File: config.mk
export PLATFORM = sky130hd
export DESIGN_NAME = act_skew_feeder
export DESIGN_NICKNAME = d
export VERILOG_FILES = /design/src/rtl/act_skew_feeder.sv
export SDC_FILE = /design/constraint.sdc
export NUM_CORES = 1
export LEC_CHECK = 0
export ABC_AREA = 1
export BUFFER_PORTS_ARGS = -buffer_cell sky130_fd_sc_hd__buf_4
export CAP_MARGIN = 25
export CORE_MARGIN = 8
export CORE_UTILIZATION = 56
export DETAILED_ROUTE_END_ITERATION = 10
export PLACE_DENSITY_LB_ADDON = 0.2
export SLEW_MARGIN = 30
export SYNTH_ARGS = -nofsm -noshare
export SYNTH_HDL_FRONTEND = slang
export SYNTH_SLANG_ARGS = --single-unit
File: constraint.sdc
create_clock -name clk -period 2.4 [get_ports clk]
set_clock_uncertainty 0.1 [all_clocks]
set_input_delay 0.36 -clock clk [delete_from_list [all_inputs] [get_ports clk]]
set_output_delay 0.36 -clock clk [all_outputs]
set_load 0.005 [all_outputs]
File: src/rtl/act_skew_feeder.sv
// Diagonal skew feeder for the systolic PE array: lane r delays its element by r cycles.
// Latency: a vector accepted at edge t shows on lane r in the cycle after edge t+r.
// Backpressure: in_ready drops after a tile's last vector until the skew pipe has drained.
//
// Ports:
//   clk, reset        rising-edge clock, synchronous active-high reset
//   in_valid/in_ready valid/ready handshake for one activation vector per cycle
//   in_data, in_last  packed lanes (lane r = bits [r*ACT_WIDTH +: ACT_WIDTH]); in_last closes a tile
//   act_out           skewed activations, same lane packing, feeds row r act_data_in
//   act_out_valid     per-lane flag: lane carries a real element (data is 0 otherwise)
//   tile_done         one-cycle pulse when a tile's last element leaves the bottom lane
//   tile_len          vector count of the most recently completed tile
module act_skew_feeder #(
  parameter int NUM_ROWS  = 4,
  parameter int ACT_WIDTH = 8,
  parameter int CNT_WIDTH = 16
) (
  input  logic                          clk,
  input  logic                          reset,
  input  logic                          in_valid,
  output logic                          in_ready,
  input  logic [NUM_ROWS*ACT_WIDTH-1:0] in_data,
  input  logic                          in_last,
  output logic [NUM_ROWS*ACT_WIDTH-1:0] act_out,
  output logic [NUM_ROWS-1:0]           act_out_valid,
  output logic                          tile_done,
  output logic [CNT_WIDTH-1:0]          tile_len
);

  // flush_cnt only ever holds values up to NUM_ROWS-1.
  localparam int FC_W = (NUM_ROWS > 2) ? $clog2(NUM_ROWS) : 1;
  localparam logic [FC_W-1:0] FLUSH_LOAD = FC_W'(NUM_ROWS - 1);

  typedef enum logic {
    STREAM = 1'b0,
    FLUSH  = 1'b1
  } state_t;

  state_t               state;
  logic [FC_W-1:0]      flush_cnt;
  logic [CNT_WIDTH-1:0] vec_cnt;
  logic                 xfer;

  // Reset gates ready combinationally so nothing is taken while reset is held.
  assign in_ready = ~reset && (state == STREAM);
  assign xfer     = in_valid && in_ready;

  // ---------------------------------------------------------------------------
  // Per-lane shift chains. Lane r owns r+1 registers; stage r is the output
  // register. Idle cycles push a zero bubble so invalid lanes always read 0.
  // ---------------------------------------------------------------------------
  for (genvar r = 0; r < NUM_ROWS; r++) begin : g_lane
    logic [ACT_WIDTH-1:0] stage_dat [0:r];
    logic [r:0]           stage_vld;

    always_ff @(posedge clk) begin
      if (reset) begin
        for (int k = 0; k <= r; k++) begin
          stage_dat[k] <= '0;
        end
        stage_vld <= '0;
      end else begin
        stage_dat[0] <= xfer ? in_data[r*ACT_WIDTH +: ACT_WIDTH] : '0;
        stage_vld[0] <= xfer;
        for (int k = 1; k <= r; k++) begin
          stage_dat[k] <= stage_dat[k-1];
          stage_vld[k] <= stage_vld[k-1];
        end
      end
    end

    assign act_out[r*ACT_WIDTH +: ACT_WIDTH] = stage_dat[r];
    assign act_out_valid[r]                  = stage_vld[r];
  end

  // ---------------------------------------------------------------------------
  // Tile control. After the last vector, FLUSH holds off input for NUM_ROWS-1
  // cycles. The edge that takes flush_cnt from 1 to 0 returns to STREAM and
  // raises tile_done, so the pulse, the restored in_ready and the last element
  // on the bottom lane all share one cycle.
  // ---------------------------------------------------------------------------
  always_ff @(posedge clk) begin
    if (reset) begin
      state     <= STREAM;
      flush_cnt <= '0;
      vec_cnt   <= '0;
      tile_done <= 1'b0;
      tile_len  <= '0;
    end else begin
      tile_done <= 1'b0;
      case (state)
        STREAM: begin
          if (xfer) begin
            // Wraps silently on overflow.
            vec_cnt <= vec_cnt + CNT_WIDTH'(1);
            if (in_last) begin
              state     <= FLUSH;
              flush_cnt <= FLUSH_LOAD;
            end
          end
        end
        FLUSH: begin
          flush_cnt <= flush_cnt - FC_W'(1);
          if (flush_cnt == FC_W'(1)) begin
            state     <= STREAM;
            tile_done <= 1'b1;
            tile_len  <= vec_cnt;
            vec_cnt   <= '0;
          end
        end
        default: state <= STREAM;
      endcase
    end
  end

endmodule

==> Word level (Yosys, flattened, before mapping) <==
Memories as Yosys holds them, arrays and structs flattened.
Cells that the tools add are included.
{ "op_classes": {"bitwise_logic": 11, "eq_ne": 4, "n_reduce_logical": 7, "mux": 29, "addsub": 2} }
{ "op_table": {"columns": ["cell", "n"], "rows": [
  ["8-bit two-way mux", 14],
  ["16-bit two-way mux", 2],
  ["16-bit case mux with 2 select lines", 1],
  ["16-bit by 1-bit adder with 16-bit output, second input constant", 1],
  ["1-bit OR", 9],
  ["1-bit two-way mux", 8],
  ["8-bit OR reduction", 1],
  ["2-bit AND reduction", 3],
  ["2-bit two-way mux", 2],
  ["2-bit inequality test, second input constant", 2],
  ["2-bit case mux with 2 select lines", 1],
  ["2-bit by 1-bit == test with 1-bit output, second input constant", 1],
  ["1-bit logical AND", 2],
  ["2-bit by 1-bit inequality test with 1-bit output, second input constant", 1],
  ["1-bit NOT", 2],
  ["1-bit case mux with 2 select lines", 1],
  ["2-bit OR reduction", 1],
  ["2-bit by 1-bit subtractor with 2-bit output, second input constant", 1]
]} }
{ "totals": {"input_bits": 36, "word_cells": 66, "regBits": 46, "out_inout_bits": 54, "memories": 4, "mem_bits_rw": 80} }
{ "mem_list": {"columns": ["name", "words", "word_bits", "rd", "rd_ports_with_merged_regs", "write_ports", "line_no", "text"], "rows": [
  ["g_lane[3].stage_dat", 4, 8, 4, 0, 4, "53", "logic [ACT_WIDTH-1:0] stage_dat [0:r];"],
  ["g_lane[2].stage_dat", 3, 8, 3, 0, 3, "53", null],
  ["g_lane[1].stage_dat", 2, 8, 2, 0, 2, "53", null],
  ["g_lane[0].stage_dat", 1, 8, 1, 0, 1, "53", null]
]} }

==> Depth between registers and ports, before layout <==
Gate-level depths: netlist (run 1).
{ "depth": {"depth_word": 5, "mapped_depth": 9, "ltp_nobuf": 9} }

==> Least setup slack after synthesis (run 1) <==
No wires, ideal clock.
{ "synth_timing": {"path_type": "register to register", "start": "register flush_cnt[1]", "end": "register vec_cnt[4]", "required_time_ns": 2.230, "setup_ns": 0.070, "setup_slack_ns": 1.046, "arrival_ns": 1.184, "synth_period_minus_slack_ns": 1.354, "path_buffers": 1, "stages_incl_launch_ff": 9, "cell_sequence": "dfxtp_1 -> inv_1 -> ha_1 -> nand2_2 -> inv_1 -> nor2_4 -> buf_4 -> o31ai_1 -> a21oi_1"} }
{ "synth_between": {"elab_chain_cells": 3} }
{ "synth_rtl": {"columns": ["element", "line_no", "text"], "rows": [
  ["from (decl)", "40", "logic [FC_W-1:0] flush_cnt;"],
  ["from (signal assigned)", "103", "flush_cnt <= flush_cnt - FC_W'(1);"],
  ["2-bit by 1-bit == test with 1-bit output", "104", "if (flush_cnt == FC_W'(1)) begin"],
  ["2-bit by 1-bit inequality test with 1-bit output (no line)", null, null],
  ["2-bit AND reduction (no line)", null, null],
  ["to (signal assigned)", "95", "vec_cnt <= vec_cnt + CNT_WIDTH'(1);"],
  ["to (decl)", "41", "logic [CNT_WIDTH-1:0] vec_cnt;"]
]} }
Every way passes these cells.
A chain may end at the register's enable or synchronous reset.

==> Worst setup path in the final report (run 1) <==
{ "layout_timing": {"start": "input reset", "end": "register vec_cnt[3]"} }
{ "layout_between": {"elab_chain_cells": 5} }
{ "layout_rtl": {"columns": ["element", "line_no", "text"], "rows": [
  ["from (decl)", "19", "input logic reset,"],
  ["1-bit NOT", "45", "assign in_ready = ~reset && (state == STREAM);"],
  ["1-bit logical AND", "45", null],
  ["1-bit logical AND", "46", "assign xfer = in_valid && in_ready;"],
  ["2-bit inequality test (no line)", null, null],
  ["2-bit AND reduction (no line)", null, null]
]} }
Parallel ways exist; a longest one is shown, timed or not.

==> flow_summary.toml, run 1 <==
[worst_hold_path]
min_from = "in_last"
hold_class = "input port to register"
whs_path_depth = 3
hold_end = "state"

[final_layout]
layout-area-overhead-vs-synth_pct = 37.9
final_core_utilization = 0.801
layout-drive-gt1-share = 0.222
diodes = 0
n_fill_cell = 454
final_cell_mix = "dfxtp_1 (120), inv_1 (109), nor2_1 (101)"
nets = 620
layout_commonest_cell = "dfxtp_1"
fin_cells = 690

[logic_synthesis]
synth_top_cell_area_share = 0.605
syn-num-nets = 507
post_synth.cell_area_avg_um2 = 8.46
ys_seq_area_frac = 0.605
synth_seq_cells = 120
synthMuxAreaShare = 0
yosys.area_share.adder = 0.00631
post_synth_inst_count = 469
yosys.area_share.simple = 0.181
yosysWarnings = 0
synth_cell_types = 27
netlist_area_um2 = 3970
synth_compound_area_frac = 0.0536
yosys.area.top_type = "dfxtp_1"
synth_area_leaders = "dfxtp_1 (61%), inv_1 (10%), nor2_1 (9.6%), nand2_1 (4.0%), buf_4 (3.4%)"
synth-xor-area-share = 0
synth_top_family_by_area = "simple AND/OR/NAND/NOR gates"

[critical_path]
cp_common_cell = "nand2_4"
crit_path_end_kind = "register"
crit_chain = "dlygate4sd3_1 -> buf_4 -> nor2_4 -> nand2_4 -> nand2_4 -> inv_2 -> nor2_1 -> o21ai_0 -> a21oi_1"
r2r_cells = 8
critPathTopFamily = "buffers and inverters"
cp-start-kind = "input port"
required_ns = 2.74
arrival_ns = 2.13
startpoint = "reset"
r2r-end = "vec_cnt[4]"
criticalPathCategory = "input port to register"
crit_fanout = 35
max_stage_delay_ns = 0.53
rrSetupSlack_ns = 0.67
cp_slowest_cell = "dlygate4sd3_1"
r2r_start = "flush_cnt[1]"
critPathBufInv = 3

[pwr]
p_total_uw = 4680
power_leakage_uw = 0.00256
peakVddDrop_v = 0.000575
powerDensity_nw_per_um2 = 855

[cts]
cts_tree = "yes"
clk_latency_ns = 0.50
cts.sinks = 120
cts_made_buffers = 17
cts_resized = 0
clk_path_buf_depth = 2
htreeDepth = 4
clock-root-buffer = "clkbuf_8"
path_clk_slew_ns = 0.05

[timing]
finalCritPeriodShare = 0.745
setup_violations = 0
max_slew.worst_pin.slew_ns = 0.490
relSlewSlack = 0.673
hold_viol = 0
fin_crit_ns = 1.79
fmax_mhz = 559
setup_tns_ns = 0
rsz0062_at_grt = "false"
slew_viol_final = 0

[global_route]
grtUsageMet2 = 0.310
gr-usage-all-layers = 0.178
grt_pass1_wl_mm = 14.0
grt_max_degree = 52
antenna_found_initial = 0
overflow = 0
met1_usage = 0.180
grt_pass1_vias = 3113
met3_usage = 0.0727
busiest_layer = "met2"

[place]
place_congestion = 0.868
dp.final_hpwl_mm = 5.06
dpl.cell_count = 626
io_buffers = 89

[routing]
drt_first_iter_violations = 152
drc = 0
final_antenna_net_count = 0
dr.pass1.iters = 4
routedWlPerCell_um = 12.1
wirelength_mm = 8.36
drt-vias-per-instance = 4.46
vias = 3079

[die]
initial_core_util = 0.581
core_um2 = 6830
fp.dieArea_um2 = 10000
placementRows = 30
io_pins = 90
die_x_um = 100
die_y_um = 100

[job]
cap_viol_max_count = 0

[status]
status = "completed"
[report_power, final]
group	switching, uW	internal [uW]	total [uW]
clock network	860	1520	2380
logic	113	124	237
registers	18.9	2050	2060
[worst max path at each step]
| stage | to | slack [ns] | cells after the start |
|---|---|---|---|
| after floorplan | vec_cnt[4] | 1.05 | 8 |
| after global placement | vec_cnt[13] | 0.69 | 9 |
| after detailed placement | vec_cnt[5] | 0.65 | 8 |
| after CTS | in_ready | 0.61 | 4 |
| after global routing | vec_cnt[5] | 0.48 | 9 |
| final | vec_cnt[3] | 0.61 | 9 |
[sequential cells by signal, summed over array words and instances (netlist names)]
name              cells
g_lane.stage_dat     80
flush_cnt             2
g_lane.stage_vld      4
tile_len             16
tile_done             1
state                 1
vec_cnt              16
[cells by family after synthesis]
group                      Yosys count
and+or+nand+nor                    169
buffers and inverters              140
DFF                                120
AOI/OAI and AO/OA                   38
adders and majority gates            2
[worst register-to-register path: stages (launching register included)]
cell	delay (ns)
dfxtp_1	0.31
inv_1	0.05
ha_1	0.20
nand2_2	0.14
inv_1	0.08
nor2_4	0.30
buf_4	0.26
o31ai_1	0.09
a21oi_1	0.13
[layer usage]
layer  wire length, um  share of wire
met1              3320           0.40
met2              4230           0.51
met3               666          0.080
met4               154          0.018
met5                 0              0
[per-stage QoR]
| step | hold WS [ns] | worst slack (ns) | cell area (um2) |
|---|---|---|---|
| CTS | 0.00166 | 0.612 | 5470 |
| detailed placement | 0.293 | 0.653 | 4570 |
| global placement | 0.288 | 0.692 | 4570 |
| global route | 0.0184 | 0.480 | 5470 |
| floorplan | 0.288 | 1.05 | 3970 |
| finish | 0.0235 | 0.612 | 5470 |
[cells in the mapped netlist]
master	number
buf_6	1
nor2_4	3
nand4_2	1
ha_1	2
nor2_2	1
o31ai_1	2
nand3_1	7
inv_2	1
o21bai_1	1
buf_4	18
a21oi_1	13
nand2_1	42
o21ai_1	4
clkbuf_1	3
nor3_1	5
nand2_4	2
o21ai_0	14
or2_2	1
nand4_1	4
inv_1	109
buf_2	7
dfxtp_1	120
nand2_2	1
nor2_1	101
clkbuf_2	1
nand3b_1	1
a22o_1	4
[timing repair]
item,4_1_cts,5_1_grt
hold buffers,33,0
buffers inserted,0,0
endpoints found under the hold margin,33,0
setup endpoints to repair,0,0
[area by class of cell]
class,instances,area [um2],area share
clock inverters,12,126,0.0231
multi-input cells,209,955,0.174
flip-flops and latches,120,2400,0.439
repair buffers,124,1010,0.185
clock buffers,19,442,0.0807
inverters,110,413,0.0755
well taps,96,120,0.0220
Note: power is estimated with default switching activity, not from simulation.
==> run 2, diff against run 1 <==
--- a/config.mk
+++ b/config.mk
@@ -9,7 +9,7 @@
 export BUFFER_PORTS_ARGS = -buffer_cell sky130_fd_sc_hd__buf_4
 export CAP_MARGIN = 25
 export CORE_MARGIN = 8
-export CORE_UTILIZATION = 56
+export CORE_UTILIZATION = 47
 export DETAILED_ROUTE_END_ITERATION = 10
 export PLACE_DENSITY_LB_ADDON = 0.2
 export SLEW_MARGIN = 30
==> constraint.sdc (replaced) <==
create_clock -name clk -period 1.6 [get_ports clk]
set_clock_uncertainty 0.1 [all_clocks]
set_input_delay 0.24 -clock clk [delete_from_list [all_inputs] [get_ports clk]]
set_output_delay 0.24 -clock clk [all_outputs]
set_load 0.005 [all_outputs]
==> run 2 against run 1 <==
Compared with the run above:
- global-route usage fell by 3.5 points
- clock-buffer cell count fell by 2
- critical path depth fell by 1
- wire length fell by 4.9%
- flip-flop and latch count did not move
- combinational power rose by 57%
- worst hold slack improved by 0.27 ns
- largest cell class unchanged
- highest routed layer unchanged
==> flow_summary.toml, run 2 (synthesis results as in run 1) <==
[final_layout]
final_core_utilization = 0.684
final_cell_mix = "dfxtp_1 (120), inv_1 (108), nor2_1 (99)"
top_regs = "g_lane.stage_dat: 80 flops, tile_len: 16 flops, vec_cnt: 16 flops"
layout-drive-gt1-share = 0.242
largest_reg_flops = 80
nets = 632
diodes = 0
layout_commonest_cell = "dfxtp_1"
n_fill_cell = 644
regMostFlops = "g_lane.stage_dat"
layout-area-overhead-vs-synth_pct = 41.6

[timing]
hold_viol = 0
finalCritPeriodShare = 0.971
relSlewSlack = 0.745
max_slew.worst_pin.slew_ns = 0.383
fmax_mhz = 644
worst_slack_ns = 0.0466
slew_viol_final = 0
fin_crit_ns = 1.55
setup_violations = 0
whs_ns = 0.294
rsz0062_at_grt = "true"

[die]
core_um2 = 8220
die_y_um = 108
io_pins = 90
fp.dieArea_um2 = 11600
initial_core_util = 0.483
die_x_um = 108
placementRows = 33

[global_route]
gr-usage-all-layers = 0.143
grt_pass1_vias = 2934
grt_max_degree = 55
antenna_found_initial = 0
overflow = 0
grt_pass1_wl_mm = 13.2

[routing]
vias = 2994
drc = 0
dr.pass1.iters = 4
wl_met3_um = 540
wirelength_met1_mm = 3.43
routedWlPerCell_um = 11.2
drt-vias-per-instance = 4.21
final_antenna_net_count = 0
wirelength_mm = 7.95
wl_met2_mm = 3.89
top_layer_used = "met4"
drt_first_iter_violations = 61

[cts]
cts.sinks = 120
cts_tree = "yes"
clk_latency_ns = 0.50
htreeDepth = 4
path_clk_slew_ns = 0.06
cts_made_buffers = 17
clk_path_buf_depth = 2
clock-root-buffer = "clkbuf_8"

[worst_hold_path]
hold_class = "register to register"

[place]
pre_cts_ws_ns = 0.0947
io_buffers = 89
place_congestion = 0.802
dp.final_hpwl_mm = 5.23

[pwr]
p_total_uw = 7110
powerDensity_nw_per_um2 = 1270
power_leakage_uw = 0.00262
peakVddDrop_v = 0.000881

[critical_path]
cp-start-kind = "register"
arrival_ns = 1.90
required_ns = 1.95
crit_path_end_kind = "register"
criticalPathCategory = "register to register"
crit_fanout = 7

[job]
cap_viol_max_count = 0

[status]
status = "completed"
run 2: cell count changes in the layout (fill, tap and decap cells not counted), sizes merged:
cell         change
buf              +9
clkinvlp         -1
inv              +2
dlygate4sd3      +2
clkinv           +3
clkbuf           -2
run 2: final timing paths:
path | slack (ns) | from | endpoint | cells past startpoint
max | 0.05 | flush_cnt[1] | tile_len[10] | 8
min | 0.29 | g_lane[3].stage_dat[0][1] | g_lane[3].stage_dat[1][1] | 2
max reg2reg | 0.05 | flush_cnt[1] | tile_len[10] | 8
min reg2reg | 0.29 | g_lane[3].stage_dat[0][1] | g_lane[3].stage_dat[1][1] | 2
run 2: layer usage:
layer | vias up | global-route usage
li1 | 1610 | -
met1 | 1303 | 0.161
met2 | 74 | 0.234
met3 | 7 | 0.0533
met4 | 0 | 0.0654
met5 | - | 0
run 2: power breakdown:
group / internal (uW) / switching, uW / total (uW)
registers: 3070 / 27.6 / 3090
logic: 203 / 169 / 372
clock network: 2250 / 1400 / 3650
run 2: critical path, stage by stage, from the launching register on:
cell	delay [ns]
dfxtp_1	0.30
inv_1	0.07
ha_2	0.19
nand2_2	0.10
nor2_4	0.27
buf_4	0.17
buf_4	0.09
buf_4	0.09
a22o_1	0.12
run 2: per-stage QoR:
stage | cell area, um2 | TNS [ns] | instances
after floorplan | 3970 | 0 | 469
after global placement | 4610 | 0 | 639
after detailed placement | 4610 | 0 | 639
after CTS | 5550 | 0 | 706
after global routing | 5620 | -0.0830 | 712
final | 5620 | 0 | 712
run 2: what timing repair did:
item | in CTS | in global routing
hold buffers | 35 | 0
endpoints found under the hold margin | 40 | 0
gates resized for setup | 0 | 14
setup buffers | 0 | 5
setup endpoints to repair | 0 | 15
run 2: final cells by class:
| type | instances | area (um2) | share of cell area |
|---|---|---|---|
| clock buffer | 17 | 414 | 0.0737 |
| clock inverter | 15 | 170 | 0.0303 |
| inverter | 110 | 417 | 0.0742 |
| multi-input combinational | 209 | 967 | 0.172 |
| sequential | 120 | 2400 | 0.428 |
| tap | 105 | 131 | 0.0234 |
| timing repair buffer | 135 | 1110 | 0.197 |
| timing repair inverter | 1 | 7.51 | 0.00134 |
